**src/rtl/qduc_pkg.sv**
```systemverilog
// qduc_pkg: constants, FSM states and the I/Q pair type shared by the TX FIFO and the upconverter.
package qduc_pkg;

    localparam int ISZ       = 16;
    localparam int RATE_LOG2 = 8;

    typedef enum logic [1:0] {
        ST_IDLE,
        ST_PREFILL,
        ST_RUN
    } state_t;

    typedef struct packed {
        logic signed [ISZ-1:0] i;
        logic signed [ISZ-1:0] q;
    } iq_t;

endpackage

```
**src/rtl/qduc_tx_fifo_if.sv**
```systemverilog
// qduc_tx_fifo_if: producer-to-FIFO valid/ready handshake carrying one signed I/Q pair.
//   s_valid  producer has a pair on s_i/s_q
//   s_ready  FIFO can accept; a push happens when s_valid && s_ready
//   s_i/s_q  signed ISZ-bit pair
//   master = producer side, slave = FIFO side
interface qduc_tx_fifo_if;
    import qduc_pkg::*;

    logic                  s_valid;
    logic                  s_ready;
    logic signed [ISZ-1:0] s_i;
    logic signed [ISZ-1:0] s_q;

    modport master (output s_valid, s_i, s_q, input s_ready);
    modport slave  (input s_valid, s_i, s_q, output s_ready);

endinterface

```
**src/rtl/qduc_tx_fifo_mem.sv**
```systemverilog
// qduc_tx_fifo_mem: 2^AW x DW simple dual-port RAM, one write port and one registered read port.
//   clk    clock
//   we     write enable, stores wdata at waddr
//   re     read enable, rdata takes ram[raddr] at the edge and holds otherwise
module qduc_tx_fifo_mem #(
    parameter int AW = 6,
    parameter int DW = 32
) (
    input  logic          clk,
    input  logic          we,
    input  logic [AW-1:0] waddr,
    input  logic [DW-1:0] wdata,
    input  logic          re,
    input  logic [AW-1:0] raddr,
    output logic [DW-1:0] rdata
);

    logic [DW-1:0] ram [2**AW];

    always_ff @(posedge clk) begin
        if (we) ram[waddr] <= wdata;
        if (re) rdata <= ram[raddr];
    end

endmodule

```
**src/rtl/qduc_tx_fifo.sv**
```systemverilog
// qduc_tx_fifo: TX sample FIFO that feeds one held I/Q pair per interpolation period to the CIC.
//   clk           sample clock shared with the upconverter
//   reset         synchronous, active-high
//   enable        run request; low flushes the FIFO and returns to IDLE
//   up            producer handshake (qduc_tx_fifo_if.slave)
//   out_i/out_q   held signed sample, updated mid-period
//   out_stb       one-cycle pulse when the divider is all ones
//   level         FIFO occupancy 0..2^DEPTH_LOG2
//   underrun      sticky underrun flag, underrun_clr clears it (a new underrun wins)
//   underrun_cnt  saturating underrun event counter, present only with
//                 QDUC_TX_FIFO_UNDERRUN_CNT_EN defined
module qduc_tx_fifo
    import qduc_pkg::*;
#(
    parameter int DEPTH_LOG2 = 6,
    parameter int PREFILL    = 32
) (
    input  logic                  clk,
    input  logic                  reset,
    input  logic                  enable,
    qduc_tx_fifo_if.slave         up,
    output logic signed [ISZ-1:0] out_i,
    output logic signed [ISZ-1:0] out_q,
    output logic                  out_stb,
    output logic [DEPTH_LOG2:0]   level,
    output logic                  underrun,
    input  logic                  underrun_clr
`ifdef QDUC_TX_FIFO_UNDERRUN_CNT_EN
    ,
    output logic [15:0]           underrun_cnt
`endif
);

    localparam logic [DEPTH_LOG2:0]  FULL    = (DEPTH_LOG2+1)'(2**DEPTH_LOG2);
    localparam logic [DEPTH_LOG2:0]  PRE_LVL = (DEPTH_LOG2+1)'(PREFILL);
    localparam logic [RATE_LOG2-1:0] UPD     = RATE_LOG2'(2**(RATE_LOG2-1)-1);

    state_t                state, state_n;
    logic [RATE_LOG2-1:0]  div;
    logic [DEPTH_LOG2-1:0] wr_ptr, rd_ptr;
    logic                  push, pop, upd, ev, out_vld;
    iq_t                   rd_data;

    // Updating half a period before the strobe keeps data stable around it.
    assign upd        = div == UPD;
    assign out_stb    = div == '1;
    assign up.s_ready = level != FULL && enable && !reset;
    assign push       = up.s_valid && up.s_ready;
    // The RAM read register holds the last popped pair; out_vld masks it to 0
    // after reset, flush or underrun without touching the RAM.
    assign out_i      = out_vld ? rd_data.i : '0;
    assign out_q      = out_vld ? rd_data.q : '0;

    always_comb begin
        state_n = state;
        pop     = 1'b0;
        ev      = 1'b0;
        if (!enable) state_n = ST_IDLE;
        else begin
            case (state)
                ST_IDLE:    state_n = ST_PREFILL;
                ST_PREFILL: if (upd && level >= PRE_LVL) begin
                    state_n = ST_RUN;
                    pop     = 1'b1;
                end
                ST_RUN:     if (upd) begin
                    pop     = level != '0;
                    ev      = level == '0;
                    state_n = level == '0 ? ST_PREFILL : ST_RUN;
                end
                default:    state_n = ST_IDLE;
            endcase
        end
    end

    always_ff @(posedge clk) begin
        if (reset) begin
            state    <= ST_IDLE;
            div      <= '0;
            wr_ptr   <= '0;
            rd_ptr   <= '0;
            level    <= '0;
            out_vld  <= 1'b0;
            underrun <= 1'b0;
        end else begin
            state    <= state_n;
            div      <= div + RATE_LOG2'(1);
            underrun <= ev || (underrun && !underrun_clr);
            if (!enable) begin
                wr_ptr  <= '0;
                rd_ptr  <= '0;
                level   <= '0;
                out_vld <= 1'b0;
            end else begin
                wr_ptr  <= wr_ptr + DEPTH_LOG2'(push);
                rd_ptr  <= rd_ptr + DEPTH_LOG2'(pop);
                level   <= level + (DEPTH_LOG2+1)'(push) - (DEPTH_LOG2+1)'(pop);
                out_vld <= pop || (out_vld && !ev);
            end
        end
    end

`ifdef QDUC_TX_FIFO_UNDERRUN_CNT_EN
    always_ff @(posedge clk) begin
        if (reset) underrun_cnt <= '0;
        else if (ev) underrun_cnt <= underrun_clr ? 16'd1 : underrun_cnt + 16'(underrun_cnt != 16'hFFFF);
        else if (underrun_clr) underrun_cnt <= '0;
    end
`endif

    // A pop never reads the slot being written: pop needs level > 0 and push needs level < depth.
    qduc_tx_fifo_mem #(
        .AW (DEPTH_LOG2),
        .DW (2*ISZ)
    ) u_mem (
        .clk   (clk),
        .we    (push),
        .waddr (wr_ptr),
        .wdata ({up.s_i, up.s_q}),
        .re    (pop),
        .raddr (rd_ptr),
        .rdata (rd_data)
    );

endmodule

```
**src/flat_wrapper.sv**
```systemverilog
// flat-port wrapper written by rule: the top's interface ports become plain ports
module qduc_tx_fifo_flat import qduc_pkg::*;
#(
    parameter int DEPTH_LOG2 = 6,
    parameter int PREFILL    = 32
)
  (clk, reset, enable, out_i, out_q, out_stb, level, underrun, underrun_clr, up_s_valid, up_s_i, up_s_q, up_s_ready);
  qduc_tx_fifo_if up_i ();
  input  logic clk;
  input  logic reset;
  input  logic enable;
  output logic signed [ISZ-1:0] out_i;
  output logic signed [ISZ-1:0] out_q;
  output logic out_stb;
  output logic [DEPTH_LOG2:0] level;
  output logic underrun;
  input  logic underrun_clr;
  input wire logic [$bits(up_i.s_valid)-1:0] up_s_valid;
  input wire logic [$bits(up_i.s_i)-1:0] up_s_i;
  input wire logic [$bits(up_i.s_q)-1:0] up_s_q;
  output wire logic [$bits(up_i.s_ready)-1:0] up_s_ready;
  assign up_i.s_valid = up_s_valid;
  assign up_i.s_i = up_s_i;
  assign up_i.s_q = up_s_q;
  assign up_s_ready = up_i.s_ready;
  qduc_tx_fifo #(.DEPTH_LOG2(DEPTH_LOG2), .PREFILL(PREFILL)) u_core (.clk(clk), .reset(reset), .enable(enable), .up(up_i), .out_i(out_i), .out_q(out_q), .out_stb(out_stb), .level(level), .underrun(underrun), .underrun_clr(underrun_clr));
endmodule
```
**config.mk**
```make
export PLATFORM = sky130hd
export DESIGN_NAME = qduc_tx_fifo_flat
export DESIGN_NICKNAME = d
export VERILOG_FILES = /design/src/rtl/qduc_pkg.sv /design/src/rtl/qduc_tx_fifo_if.sv /design/src/rtl/qduc_tx_fifo_mem.sv /design/src/rtl/qduc_tx_fifo.sv /design/src/flat_wrapper.sv
export SDC_FILE = /design/constraint.sdc
export NUM_CORES = 2
export LEC_CHECK = 0
export BUFFER_PORTS_ARGS = -buffer_cell sky130_fd_sc_hd__buf_2
export CAP_MARGIN = 20
export CORE_ASPECT_RATIO = 1.1
export CORE_UTILIZATION = 50
export CTS_CLUSTER_SIZE = 25
export DETAILED_ROUTE_END_ITERATION = 16
export PLACE_DENSITY = 0.7
export SETUP_SLACK_MARGIN = 0.3
export SYNTH_ARGS = -nofsm -noshare
export SYNTH_HDL_FRONTEND = slang
export SYNTH_SLANG_ARGS = --single-unit
```
**constraint.sdc**
```tcl
create_clock -name clk -period 4.4 [get_ports clk]
set_input_delay 0.88 -clock clk [delete_from_list [all_inputs] [get_ports clk]]
set_output_delay 0.88 -clock clk [all_outputs]
set_load 0.01 [all_outputs]
```
== Yosys cells after proc, flatten, opt, wreduce, memory -nomap -nowiden ==
Memories as Yosys holds them, arrays and structs flattened. A register that Yosys moved wholly into a read port is not among the register bits.
Cells that the tools add are included.

* Memories: 1
* Register bits: 31
* Bits in writable memories: 2048
* Input bits: 37
* Logic and storage cells: 53
* Output and inout port bits: 42

{| class="wikitable"
|+ Memory list
! memory !! depth !! width !! rd ports !! clocked after memory_dff !! write ports !! RTL line !! text
|-
| u_core.u_mem.ram || 64 || 32 || 1 || 1 || 1 || qduc_tx_fifo_mem.sv:18 || <nowiki>logic [DW-1:0] ram [2**AW];</nowiki>
|}

* Mux-type cells: 15
* Reduce and logical (&&, ||, !) cells: 16
* $lt $le $gt $ge: 1
* Equality and inequality tests: 7
* Bitwise operators: 1
* $add $sub $neg: 5

{| class="wikitable"
|+ Operator list
! kind !! count
|-
| $mux W16 || 2
|-
| $add A6 B1 Y6 || 2
|-
| $add A8 B1 Y8 const B || 1
|-
| $eq A8 B7 Y1 const B || 1
|-
| $eq A8 B8 Y1 const B || 1
|-
| $mux W1 || 8
|-
| $add A7 B1 Y7 || 1
|-
| $ge A7 B6 Y1 const B || 1
|-
| $logic_not A7 Y1 || 1
|-
| $ne A7 B7 Y1 const B || 1
|-
| $reduce_bool A7 Y1 || 1
|-
| $sub A7 B1 Y7 || 1
|-
| $logic_and A1 B1 Y1 || 6
|-
| $mux W2 || 3
|-
| $pmux W2 S3 || 1
|-
| $ne A2 B1 Y1 const B || 2
|-
| $logic_not A1 Y1 || 3
|-
| $eq A2 B1 Y1 const B || 1
|-
| $eq A2 B2 Y1 const B || 1
|-
| $logic_not A2 Y1 || 1
|-
| $logic_or A1 B1 Y1 || 2
|-
| $pmux W1 S2 || 1
|-
| $reduce_and A2 Y1 || 1
|-
| $reduce_or A2 Y1 || 1
|-
| $not A1 Y1 || 1
|}

== Logic depth before layout (Yosys ltp) ==
* Depth after elaboration: 7
* Mapped depth: 17
* Gate-level depth less buffers: 17

== Cells and area by module ==
Synthesis repeated with hierarchy kept, for this count alone.

* Cell total of the unflattened synthesis: 3541
* Area total of the unflattened synthesis: 80723.7 um^2

{| class="wikitable"
|+ By module, submodules not included
! module !! cells each !! area an instance (um^2) !! seq. area each (um^2) !! instances
|-
| qduc_tx_fifo_mem || 3324 || 78835.6 || 62459.9 || 1
|-
| qduc_tx_fifo || 217 || 1888.1 || 620.6 || 1
|}

== Worst setup path after synthesis ==
OpenSTA, ideal clock, no wires.

* Path type: input-to-reg
* From: in reset
* To: mem u_core.u_mem.ram[62][0], enable pin
* Stages on the path: 7
* Path slack: 483 ps
* Buffers on the path: 1
* Setup time: 421 ps
* Data arrival time: 3496 ps
* Cells stage by stage: nand2b_1 clkbuf_1 a21oi_1 and2_1 nor2b_1 nand3_1 nor2_1

* Cells in the longest elaborated chain, start to end: 5

{| class="wikitable"
|+ Ends and longest elaborated chain
! item !! RTL line !! text
|-
| start: declaration || flat_wrapper.sv:10 || <nowiki>input logic reset;</nowiki>
|-
| $logic_not A1 Y1 || qduc_tx_fifo.sv:47 || <nowiki>assign up.s_ready = level != FULL && enable && !reset;</nowiki>
|-
| $logic_and A1 B1 Y1 || qduc_tx_fifo.sv:47 ||
|-
| via up_s_ready || flat_wrapper.sv:21 || <nowiki>output wire logic [$bits(up_i.s_ready)-1:0] up_s_ready;</nowiki>
|-
| $logic_and A1 B1 Y1 || qduc_tx_fifo.sv:48 || <nowiki>assign push = up.s_valid && up.s_ready;</nowiki>
|-
| $mux W1 || qduc_tx_fifo_mem.sv:21 || <nowiki>if (we) ram[waddr] <= wdata;</nowiki>
|-
| $mux W1 (not written as such) || qduc_tx_fifo_mem.sv:21 ||
|-
| end: declaration || qduc_tx_fifo_mem.sv:18 ||
|}

The timed path passes the listed nets, and every way through them passes these cells.

== Worst setup path in the final report ==
* From: reg u_core.level[2]
* To: mem u_core.u_mem.ram[21][8], enable pin

* Cells in the longest elaborated chain, start to end: 6

{| class="wikitable"
|+ Ends and longest elaborated chain
! item !! RTL line !! text
|-
| start: declaration || qduc_tx_fifo.sv:25 || <nowiki>output logic [DEPTH_LOG2:0] level,</nowiki>
|-
| start signal: assignment || qduc_tx_fifo.sv:97 || <nowiki>level <= level + (DEPTH_LOG2+1)'(push) - (DEPTH_LOG2+1)'(pop);</nowiki>
|-
| $ne A7 B7 Y1 || qduc_tx_fifo.sv:47 ||
|-
| $logic_and A1 B1 Y1 (2 in series) || qduc_tx_fifo.sv:47 ||
|-
| $logic_and A1 B1 Y1 || qduc_tx_fifo.sv:48 ||
|-
| $mux W1 || qduc_tx_fifo_mem.sv:21 ||
|-
| $mux W1 (not written as such) || qduc_tx_fifo_mem.sv:21 ||
|}

No other way between the ends.

==> out/results.ini <==
[final_layout]
nets=3964
seq_area_um2=63100
syn_to_final_growth_pct=13.32
fin_area_um2=92110
fin_util_pct=57.32
drive_above_1_share_pct=26.74
multiInputGateArea_um2=17400
fill_cells=11461

[global_routing]
antenna_found_initial=8
grt_overflow=0
grt_use_total_pct=24.02
grt_pass1_vias=39417
grt_start_max_net_pins=127
grt_pass1_wl_mm=281.5

[timing]
max_slew.worst_pin.slew_ns=1.115
slew_headroom_pct=25.48
setup_ws_ns=0.8239
rsz0062_at_grt=no
slew_violations=0
finalSetupTns_ns=0
period_needed_ns=3.576
period_share_pct=81.27
fin_skew_ns=0.04065
setup_viol=0
max_clock_freq_mhz=279.6
hold_viol=0

[yosys]
synth_edf_count=2080
ys_seq_area_share_pct=77.61
synth_top_cell_by_area=edfxtp_1
yosysMostFrequentCell=edfxtp_1
avgSynthCellArea_um2=22.26
yosys-top-cells-count=2,080 x edfxtp_1, 483 x mux4_2, 220 x mux2i_1, 117 x nor2_1, 84 x a22oi_1
syn_nets=3709
ys_warn_count=0
synth-seq-cells=2111
async_reset_ff_share_pct=0
postSynthCellCount=3651
synth_flop_cell=edfxtp_1
synth_cell_type_count=52
synthesis.area_um2=81280
synth_top_area_share_pct=76.84
netlist_top_cells_area=edfxtp_1 77%, mux4_2 13%, mux2i_1 2.7%

[drt]
antenna_left=0
wl_per_cell_um=31.64
drt_wl_total_mm=195.5
vias=39066
firstDrtPassIters=6
first_iter_violations=4826
drc=0
vias_per_cell=6.323

[status]
status=completed

[floorplan]
start_util_pct=50.58
fp.dieArea_um2=164200
core_um2=160700
die_y_um=424.9
rows=154
boundaryPins=79
die_w_um=386.4

[critical_path]
r2r_start=u_core.level[2]$_SDFF_PP0_
r2r_cells=8
reg2reg_setup_slack_ns=0.82
critical_path_class=flip-flop to flip-flop
r2r_end=u_core.u_mem.ram[21][8]$_DFFE_PP_
cp-start-kind=flip-flop
crit_fanout=19
crit_path_end_kind=flip-flop
critPathRequiredTime_ns=4.91
critical_path_arrival_ns=4.08

[power]
internal_power_mw=31.68
p_sw_share_pct=19.49
p_per_area_nw_per_um2=427.2
power_frac_comb_pct=1.2
clkPwrFrac_pct=42.7
switchingPower_mw=7.668
peakVddDrop_uv=315.2
leakage_nw=27.55
pwr-share-seq_pct=56.1

[clock_network]
root_buffer=clkbuf_16
numCtsBuffers=201
ctsResizeCount=0
clock_latency_ns=0.85
clock_path_buffers=3
cts_tree=yes
cts_setup_buffers=0
hold_buffers=0
clock-sinks=2111
htreeDepth=4
cts.clk_slew.worst_paths_ns=0.06

[flow_run]
max_cap_violations=0

[hold_path]
min_from=underrun_clr
min_to=u_core.underrun$_SDFF_PP0_
min_path_cells=3
worstHoldPathType=input port to flip-flop

[placement]
placed_area_um2=85640
port_buffers=78
place.gp.congestion=0.8366
pre_cts_slack_ns=0.4434
place_hpwl_mm=115.4

-- worst max path at each step --
stage	startpoint	to	slack [ns]
after detailed placement	reset	u_core.u_mem.ram[21][18]$_DFFE_PP_	0.44
final	u_core.level[2]$_SDFF_PP0_	u_core.u_mem.ram[21][8]$_DFFE_PP_	0.82
after CTS	u_core.level[2]$_SDFF_PP0_	u_core.u_mem.ram[21][9]$_DFFE_PP_	0.83
after floorplan	reset	u_core.u_mem.ram[62][0]$_DFFE_PP_	0.48
after global placement	reset	u_core.u_mem.ram[19][9]$_DFFE_PP_	0.40
after global routing	u_core.level[2]$_SDFF_PP0_	u_core.u_mem.ram[3][18]$_DFFE_PP_	0.67
-- cells in the final DEF, fill, tap and decap left out, drive strengths merged, types with 30 or more instances in the layout --
cell       n
nand2     47
nor3      42
mux2i    220
dfxtp     31
nor2     117
edfxtp  2080
o22ai     30
clkbuf   260
buf      253
a21oi     51
a22oi     84
mux4     483
clkinv    75
and2      44
-- metal layers --
| metal | wire length (um) | vias up | global-route usage [%] |
|---|---|---|---|
| met5 | 64 | - | 0 |
| met4 | 6285 | 10 | 8.280 |
| met3 | 16180 | 313 | 4.680 |
| met2 | 97250 | 1946 | 39.44 |
| met1 | 75710 | 20861 | 32.45 |
| li1 | - | 15936 | - |
-- logic make-up (layout without fill, tap and decap cells) --
| logic type | Yosys count | count (layout) | synth area share [%] |
|---|---|---|---|
| other | 0 | 3 | 0 |
| DFF | 2111 | 2111 | 77.61 |
| AOI/OAI and AO/OA | 287 | 287 | 2.481 |
| and+or+nand+nor | 291 | 291 | 1.659 |
| xor gates and xnor gates | 18 | 18 | 0.1940 |
| buffers and inverters | 218 | 636 | 1.606 |
| muxes | 705 | 705 | 16.12 |
| adders and majority gates | 21 | 21 | 0.3325 |
-- layout make-up --
type                            count  share of cell area, %
Inverter                           17                0.07200
Clock inverter                    106                  1.106
Timing Repair Buffer              253                  2.774
Clock buffer                      260                  5.781
Multi-Input combinational cell   1322                  18.89
Sequential cell                  2111                  68.50
Tap cell                         2106                  2.861
Antenna cell                        3               0.008150
-- worst max-delay path: stages (launching register included) --
cell and delay (ns):
dfxtp_1 0.36, inv_1 0.08, ha_1 0.20, nor4bb_1 0.15, a21oi_1 0.53, and3_1 0.35
nand2_1 0.55, nor2_4 0.75, buf_12 0.26
-- sequential cells by signal (all words and copies together) (netlist names) --
name / flops
u_core.div: 8
u_core.level: 7
u_core.out_vld: 1
u_core.rd_ptr: 6
u_core.state: 2
u_core.u_mem.ram: 2048
u_core.u_mem.rdata: 32
u_core.underrun: 1
u_core.wr_ptr: 6
-- through the flow --
step	power, mW	instances	hold slack [ns]
global placement	22.95	5798	0.4404
global route	40.27	6175	0.3175
CTS	39.54	6169	0.2807
floorplan	22.58	3651	0.4147
detailed placement	22.98	5803	0.4444
finish	39.35	6178	0.3342
-- power by group through the flow --
| stage | combinational, mW | clock, mW | sequential, mW |
|---|---|---|---|
| 3_5_place_dp | 0.457 | 0 | 22.5 |
| 4_1_cts | 0.456 | 17.0 | 22.1 |
| 6_report | 0.470 | 16.8 | 22.1 |
| 3_3_place_gp | 0.429 | 0 | 22.5 |
| 5_1_grt | 0.499 | 17.7 | 22.1 |
| 2_1_floorplan | 0.0532 | 0 | 22.5 |
(Power assumes the default switching activity.)
